File: config.mk
export PLATFORM = sky130hd
export DESIGN_NAME = dram_op_scheduler
export DESIGN_NICKNAME = d
export VERILOG_FILES = /design/src/rtl/dram_op_scheduler.sv
export SDC_FILE = /design/constraint.sdc
export NUM_CORES = 1
export LEC_CHECK = 0
export CORE_MARGIN = 4
export CORE_UTILIZATION = 50
export DETAILED_ROUTE_END_ITERATION = 8
export GPL_TIMING_DRIVEN = 1
export PLACE_DENSITY = 0.82
export RECOVER_POWER = 25
export SETUP_SLACK_MARGIN = 0.02
export SKIP_CTS_REPAIR_TIMING = 1
export SYNTH_ARGS = -nofsm -noshare
export SYNTH_HDL_FRONTEND = slang
export SYNTH_SLANG_ARGS = --single-unit
File: constraint.sdc
create_clock -name clk -period 2.59 [get_ports clk]
set_input_delay 0.6475 -clock clk [delete_from_list [all_inputs] [get_ports clk]]
set_output_delay 0.6475 -clock clk [all_outputs]
set_load 0.05 [all_outputs]
File: src/rtl/dram_op_scheduler.sv
// ============================================================================
// Module   : dram_op_scheduler
// Purpose  : Round-robin write/read arbiter driving a single-issue DRAM engine,
//            with a post-operation recovery gap and a completion timeout.
// Revision : 1.0
// ============================================================================
`default_nettype none

module dram_op_scheduler #(
    parameter int GAP_CYCLES     = 4,
    parameter int TIMEOUT_CYCLES = 4096
) (
    input  logic       clk,
    input  logic       rst_n,
    input  logic       wr_req,
    input  logic [5:0] wr_addr,
    output logic       wr_ack,
    input  logic       rd_req,
    input  logic [7:0] rd_addr,
    output logic       rd_ack,
    output logic       IO_EN,
    output logic [1:0] IO_MODEL,
    output logic [5:0] WT_address,
    output logic [7:0] RD_address,
    input  logic       WT_DONE,
    input  logic       RD_DONE,
    output logic       op_done,
    output logic       op_fail,
    output logic       op_is_rd,
    output logic       busy,
    output logic       err_timeout,
    input  logic       err_clr
);

    typedef enum logic [1:0] {
        ST_IDLE  = 2'd0,
        ST_ISSUE = 2'd1,
        ST_WAIT  = 2'd2,
        ST_GAP   = 2'd3
    } state_t;

    localparam logic [15:0] C_TO_LAST  = 16'(TIMEOUT_CYCLES - 1);
    localparam logic [7:0]  C_GAP_LAST = 8'(GAP_CYCLES - 1);

    state_t      state_q, state_d;
    logic        last_rd_q, last_rd_d;
    logic        op_rd_q, op_rd_d;
    logic [5:0]  wt_addr_q, wt_addr_d;
    logic [7:0]  rd_addr_q, rd_addr_d;
    logic [15:0] to_cnt_q, to_cnt_d;
    logic [7:0]  gap_cnt_q, gap_cnt_d;
    logic        err_q, err_d;

    logic        w_grant_wr;
    logic        w_grant_rd;
    logic        w_done_match;
    logic [1:0]  w_model;

    // Acks are gated by rst_n so nothing is granted while reset is held.
    assign w_grant_wr   = rst_n && wr_req && (!rd_req || last_rd_q);
    assign w_grant_rd   = rst_n && rd_req && !w_grant_wr;
    assign w_done_match = op_rd_q ? RD_DONE : WT_DONE;
    assign w_model      = op_rd_q ? 2'b10 : 2'b01;

    always_comb begin
        state_d   = state_q;
        last_rd_d = last_rd_q;
        op_rd_d   = op_rd_q;
        wt_addr_d = wt_addr_q;
        rd_addr_d = rd_addr_q;
        to_cnt_d  = to_cnt_q;
        gap_cnt_d = gap_cnt_q;
        err_d     = err_clr ? 1'b0 : err_q;
        wr_ack    = 1'b0;
        rd_ack    = 1'b0;
        IO_EN     = 1'b0;
        IO_MODEL  = 2'b00;
        op_done   = 1'b0;
        op_fail   = 1'b0;

        case (state_q)
            ST_IDLE: begin
                if (w_grant_wr) begin
                    wr_ack    = 1'b1;
                    wt_addr_d = wr_addr;
                    op_rd_d   = 1'b0;
                    last_rd_d = 1'b0;
                    state_d   = ST_ISSUE;
                end else if (w_grant_rd) begin
                    rd_ack    = 1'b1;
                    rd_addr_d = rd_addr;
                    op_rd_d   = 1'b1;
                    last_rd_d = 1'b1;
                    state_d   = ST_ISSUE;
                end
            end
            ST_ISSUE: begin
                IO_EN    = 1'b1;
                IO_MODEL = w_model;
                to_cnt_d = 16'd0;
                state_d  = ST_WAIT;
            end
            ST_WAIT: begin
                IO_MODEL = w_model;
                // Completion is checked first so a done on the terminal cycle wins.
                if (w_done_match) begin
                    op_done   = 1'b1;
                    gap_cnt_d = 8'd0;
                    state_d   = ST_GAP;
                end else if (to_cnt_q == C_TO_LAST) begin
                    op_fail   = 1'b1;
                    err_d     = 1'b1;
                    gap_cnt_d = 8'd0;
                    state_d   = ST_GAP;
                end else begin
                    to_cnt_d = to_cnt_q + 16'd1;
                end
            end
            ST_GAP: begin
                if (gap_cnt_q != C_GAP_LAST) begin
                    gap_cnt_d = gap_cnt_q + 8'd1;
                end else if (!WT_DONE && !RD_DONE) begin
                    state_d = ST_IDLE;
                end
            end
            default: state_d = ST_IDLE;
        endcase
    end

    always_ff @(posedge clk or negedge rst_n) begin
        if (!rst_n) begin
            state_q   <= ST_IDLE;
            last_rd_q <= 1'b1;
            op_rd_q   <= 1'b0;
            wt_addr_q <= 6'd0;
            rd_addr_q <= 8'd0;
            to_cnt_q  <= 16'd0;
            gap_cnt_q <= 8'd0;
            err_q     <= 1'b0;
        end else begin
            state_q   <= state_d;
            last_rd_q <= last_rd_d;
            op_rd_q   <= op_rd_d;
            wt_addr_q <= wt_addr_d;
            rd_addr_q <= rd_addr_d;
            to_cnt_q  <= to_cnt_d;
            gap_cnt_q <= gap_cnt_d;
            err_q     <= err_d;
        end
    end

    assign WT_address  = wt_addr_q;
    assign RD_address  = rd_addr_q;
    assign op_is_rd    = op_rd_q;
    assign busy        = (state_q != ST_IDLE);
    assign err_timeout = err_q;

endmodule

`default_nettype wire

After elaboration in Yosys (flattened, before gate mapping)
Index checks and enable logic that the tools add are counted.
{"block": "word_totals", "ff_bits": 43, "in_bits": 21, "output_inout_bits": 24, "wordCells": 79}
{"block": "classes", "add_sub_neg": 2, "eq_ne": 12, "muxes": 34, "bitwise": 1, "reduce_logical": 22}
{"op": "two-way mux 16 bit", "count": 2}
{"op": "one-hot mux 16 bit (2 select lines)", "count": 1}
{"op": "two-way mux 8 bit", "count": 3}
{"op": "two-way mux 1 bit", "count": 18}
{"op": "adder 16 x 1 -> 16 bit (second input constant)", "count": 1}
{"op": "== test 16 x 12 -> 1 bit (second input constant)", "count": 1}
{"op": "two-way mux 2 bit", "count": 8}
{"op": "one-hot mux 8 bit (2 select lines)", "count": 1}
{"op": "inequality test 2 bit (second input constant)", "count": 5}
{"op": "AND reduction 3 bit", "count": 3}
{"op": "adder 8 x 1 -> 8 bit (second input constant)", "count": 1}
{"op": "inequality test 8 x 2 -> 1 bit (second input constant)", "count": 1}
{"op": "one-hot mux 2 bit (4 select lines)", "count": 1}
{"op": "nonzero test 2 bit", "count": 4}
{"op": "inequality test 3 bit (second input constant)", "count": 2}
{"op": "logical AND 1 bit", "count": 5}
{"op": "== test 2 bit (second input constant)", "count": 2}
{"op": "logical NOT 1 bit", "count": 4}
{"op": "AND reduction 2 bit", "count": 2}
{"op": "AND reduction 4 bit", "count": 1}
{"op": "== test 2 x 1 -> 1 bit (second input constant)", "count": 1}
{"op": "logical NOT 2 bit", "count": 1}
{"op": "OR reduction 2 bit", "count": 1}
{"op": "logical OR 1 bit", "count": 1}
{"op": "NOT 1 bit", "count": 1}

Logic depth before layout (Yosys ltp)
{"block": "depth", "depth_word": 8, "mapped_depth": 9, "mapped_depth_nobuf": 7}

Least setup slack after synthesis
Ideal clock, no wire load.
{"block": "synth_timing", "kind": "register to output", "startpoint": "register state_q[0]", "endpoint": "output port wr_ack", "t_arrival_ps": 1867, "required_time_ps": 1942, "slack_ps": 75, "stages_incl_launch_ff": 5, "path_buffers": 0, "path_cell_list": "dfrtp_1 > inv_1 > ha_1 > nand3_1 > a21oi_1"}
{"block": "synth_between", "elab_chain_cells": 2}
{"item": "start: declaration", "line_no": "45", "text": "state_t state_q, state_d;"}
{"item": "start signal: assignment", "line_no": "141", "text": "state_q <= state_d;"}
{"item": "logical NOT 2 bit", "line_no": "81", "text": "case (state_q)"}
{"item": "two-way mux 1 bit", "line_no": "81"}
{"item": "end: declaration", "line_no": "17", "text": "output logic wr_ack,"}
Every way passes these cells.

Final worst setup path
{"block": "layout_timing", "startpoint": "input port RD_DONE", "endpoint": "output port op_fail"}
{"block": "layout_between", "elab_chain_cells": 3}
{"item": "start: declaration", "line_no": "26", "text": "input logic RD_DONE,"}
{"item": "two-way mux 1 bit", "line_no": "62", "text": "assign w_done_match = op_rd_q ? RD_DONE : WT_DONE;"}
{"item": "two-way mux 1 bit", "line_no": "106", "text": "if (w_done_match) begin"}
{"item": "two-way mux 1 bit", "line_no": "81"}
{"item": "end: declaration", "line_no": "28", "text": "output logic op_fail,"}
Every way passes these cells.

==> run_results.csv <==
group,metric,value,unit
outcome,status,"finished, final reports clean",
finish,register_area,1080,µm²
route,drc,0,
power_and_ir_drop,intPower,0.00174,W
sta,setup_ws,0.0964,ns
finish,final_cell_area,2910,µm²
route,dr.pass1.iters,4,
sta,max_slew_margin,0.371,
die,die_area,5600,µm²
route,via_count,1929,
route,drt_first_iter_violations,132,
yosys,synth-edff-count,0,
power_and_ir_drop,p_comb_frac,0.546,
sta,whs,0.249,ns
die,core_region_area,4320,µm²
worst_setup_path,cpPeakStageDelay,0.43,ns
clock_network,cts_root_buf,"clkbuf_8",
global_routing,grt_max_degree,40,
sta,setup_viol,0,
finish,layout-area-overhead-vs-synth,30.3,%
route,wl_per_cell,14.7,µm
power_and_ir_drop,p_seq_frac,0.323,
finish,most-common-layout-cells,"49 x nand2_1, 42 x dfrtp_1, 36 x clkdlybuf4s50_1",
global_routing,grt_pass1_vias,1887,
die,die_width,74.8,µm
yosys,seq_area_frac_synth,0.482,
hold_path,hp-class,"in2async",
yosys,synth_nets,259,
yosys,synth_cell_type_count,47,
yosys,ys.flop_type,"dfrtp_1",
clock_network,clk_latency,0.30,ns
finish,post_route_cells_drive_above_1_share,0.145,
global_routing,grt_usage,0.196,
sta,worstMarginPinSlew,0.944,ns
finish,layout_commonest_cell,"nand2_1",
placement,gp_congestion,0.821,
global_routing,grt_pass1_wl,8390,µm
worst_setup_path,cp_cell_sequence,"clkdlybuf4s50_1 > mux2i_2 > and3_1 > and3_4 > buf_12",
worst_setup_path,cp_max_fo,3,
clock_network,clk_path_buf_depth,2,
power_and_ir_drop,cellLeakagePower,1.32,nW
die,die-height,74.8,µm
worst_setup_path,required,1.94,ns
yosys,ys_warn_count,0,
yosys,syn_area,2230,µm²
finish,finalNetCount,315,
power_and_ir_drop,power.density,1130,nW/µm²
worst_setup_path,cp-end-kind,"output port",
die,fp-row-count,24,
sta,fmax,401,MHz
power_and_ir_drop,clkPwrFrac,0.131,
sta,finalMaxSlewViolations,0,
sta,finalCritPeriodShare,0.963,
sta,setup_tns,0,ns
placement,port_buffers,44,
clock_network,cts_tree,"yes",
yosys,avgSynthCellArea,9.63,µm²
finish,final_core_util,0.673,
finish,antenna_cells,0,
sta,skew,0.00661,ns
power_and_ir_drop,switchingPower,0.00155,W
power_and_ir_drop,switching_share,0.471,
route,vias_per_cell,5.66,
finish,multiInputGateArea,1070,µm²
die,ioPinCount,45,
flow_run,drv_cap,0,
global_routing,antenna_found_initial,0,
worst_setup_path,critical_path_class,"in2out",
yosys,ys_async_sr_fraction,1.00,
die,start_util,0.516,
route,ant_nets,0,
placement,dp_slack,0.0481,ns
placement,dp_hpwl,3700,µm
clock_network,path_clk_slew,0.07,ns
yosys,syn_inst,232,
sta,fin_crit,2.49,ns
finish,fillerInstances,352,
yosys,synth_seq_cells,43,
worst_setup_path,crit_slowest_cell,"clkdlybuf4s50_1",
placement,placed_area,2810,µm²
worst_setup_path,arrival,1.85,ns
global_routing,grt_remaining_overflow,0,
clock_network,clock_sinks,43,
power_and_ir_drop,irDropWorstVdd,0.000913,V
clock_network,cts.htree.levels,2,
route,wl,5010,µm
clock_network,cts_buffers,5,
sta,hold_viol,0,
worst_setup_path,start_kind,"input pin",
-- logic make-up (layout without fill, tap and decap cells) --
logic type / count (synthesis) / count (layout) / synth area share
multiplexers: 13 / 13 / 0.0644
AND/OR/NAND/NOR: 103 / 103 / 0.233
buffers and inverters: 19 / 76 / 0.0398
AO/OA/AOI/OAI: 48 / 48 / 0.147
adder cells (fa/ha/maj): 6 / 6 / 0.0336
flip-flops: 43 / 43 / 0.482
-- synthesized netlist by cell type, drive strengths merged (2+ instances only) --
library cell / instances / share of area
a21o: 4 / 0.013
a21oi: 4 / 0.0090
a31oi: 5 / 0.014
and2: 2 / 0.0056
and3: 7 / 0.020
and4: 3 / 0.013
buf: 4 / 0.015
clkbuf: 4 / 0.0067
dfrtp: 42 / 0.47
ha: 6 / 0.034
inv: 10 / 0.017
mux2: 8 / 0.040
mux2i: 5 / 0.024
nand2: 50 / 0.085
nand2b: 4 / 0.011
nand3: 15 / 0.036
nand4: 5 / 0.014
nand4b: 2 / 0.0078
nor2: 8 / 0.013
nor4: 2 / 0.012
o211ai: 6 / 0.020
o21ai: 11 / 0.025
o311ai: 5 / 0.020
o31ai: 6 / 0.020
-- critical path: cells and delay by family --
family	cells	cell delay (ns)
mux	1	0.22
buf+inv	2	0.56
simple gates	2	0.41
-- layout make-up --
type	count	share of cell area
Inverter	11	0.0142
Sequential cell	43	0.370
Tap cell	52	0.0224
Timing Repair Buffer	57	0.193
Multi-Input combinational cell	170	0.369
Clock inverter	1	0.00172
Clock buffer	7	0.0297
-- power groups by stage --
stage	Sequential, W	Clock, W	Combinational, W
2_1_floorplan	0.00145	0	0.000812
3_3_place_gp	0.00106	0	0.00175
3_5_place_dp	0.00107	0	0.00180
4_1_cts	0.00106	0.000452	0.00181
5_1_grt	0.00109	0.000478	0.00193
6_report	0.00106	0.000432	0.00180
-- metal layers --
metal  up-vias  part of all wire  global-route usage
li1        949                 -                   -
met1       917              0.44               0.237
met3         9             0.079              0.0828
met4         0             0.017              0.0751
met2        54              0.47               0.311
met5         -                 0                   0
-- per-stage QoR --
step	instances	total power (W)
3_3_place_gp	332	0.00281
4_1_cts	340	0.00332
3_5_place_dp	332	0.00287
2_1_floorplan	232	0.00227
6_report	341	0.00329
5_1_grt	341	0.00350
-- state kept, by name, indices dropped and copies added, names as in the netlist --
name / flops
gap_cnt_q: 8
err_timeout: 1
state_q: 2
to_cnt_q: 16
RD_address: 8
last_rd_q: 1
op_is_rd: 1
WT_address: 6
-- final timing paths --
check	start	endpoint	slack [ns]	cells after the start
worst min register to register	RD_address[0]	RD_address[0]	0.48	2
worst min-delay path	rst_n	WT_address[1]	0.25	1
max in group asynchronous	rst_n	op_is_rd	1.10	2
min in group clk	RD_address[0]	RD_address[0]	0.48	2
worst max register to register	to_cnt_q[0]	to_cnt_q[11]	0.34	7
worst max-delay path	RD_DONE	op_fail	0.1	5
No activity file was read; power rests on OpenSTA's default activity.
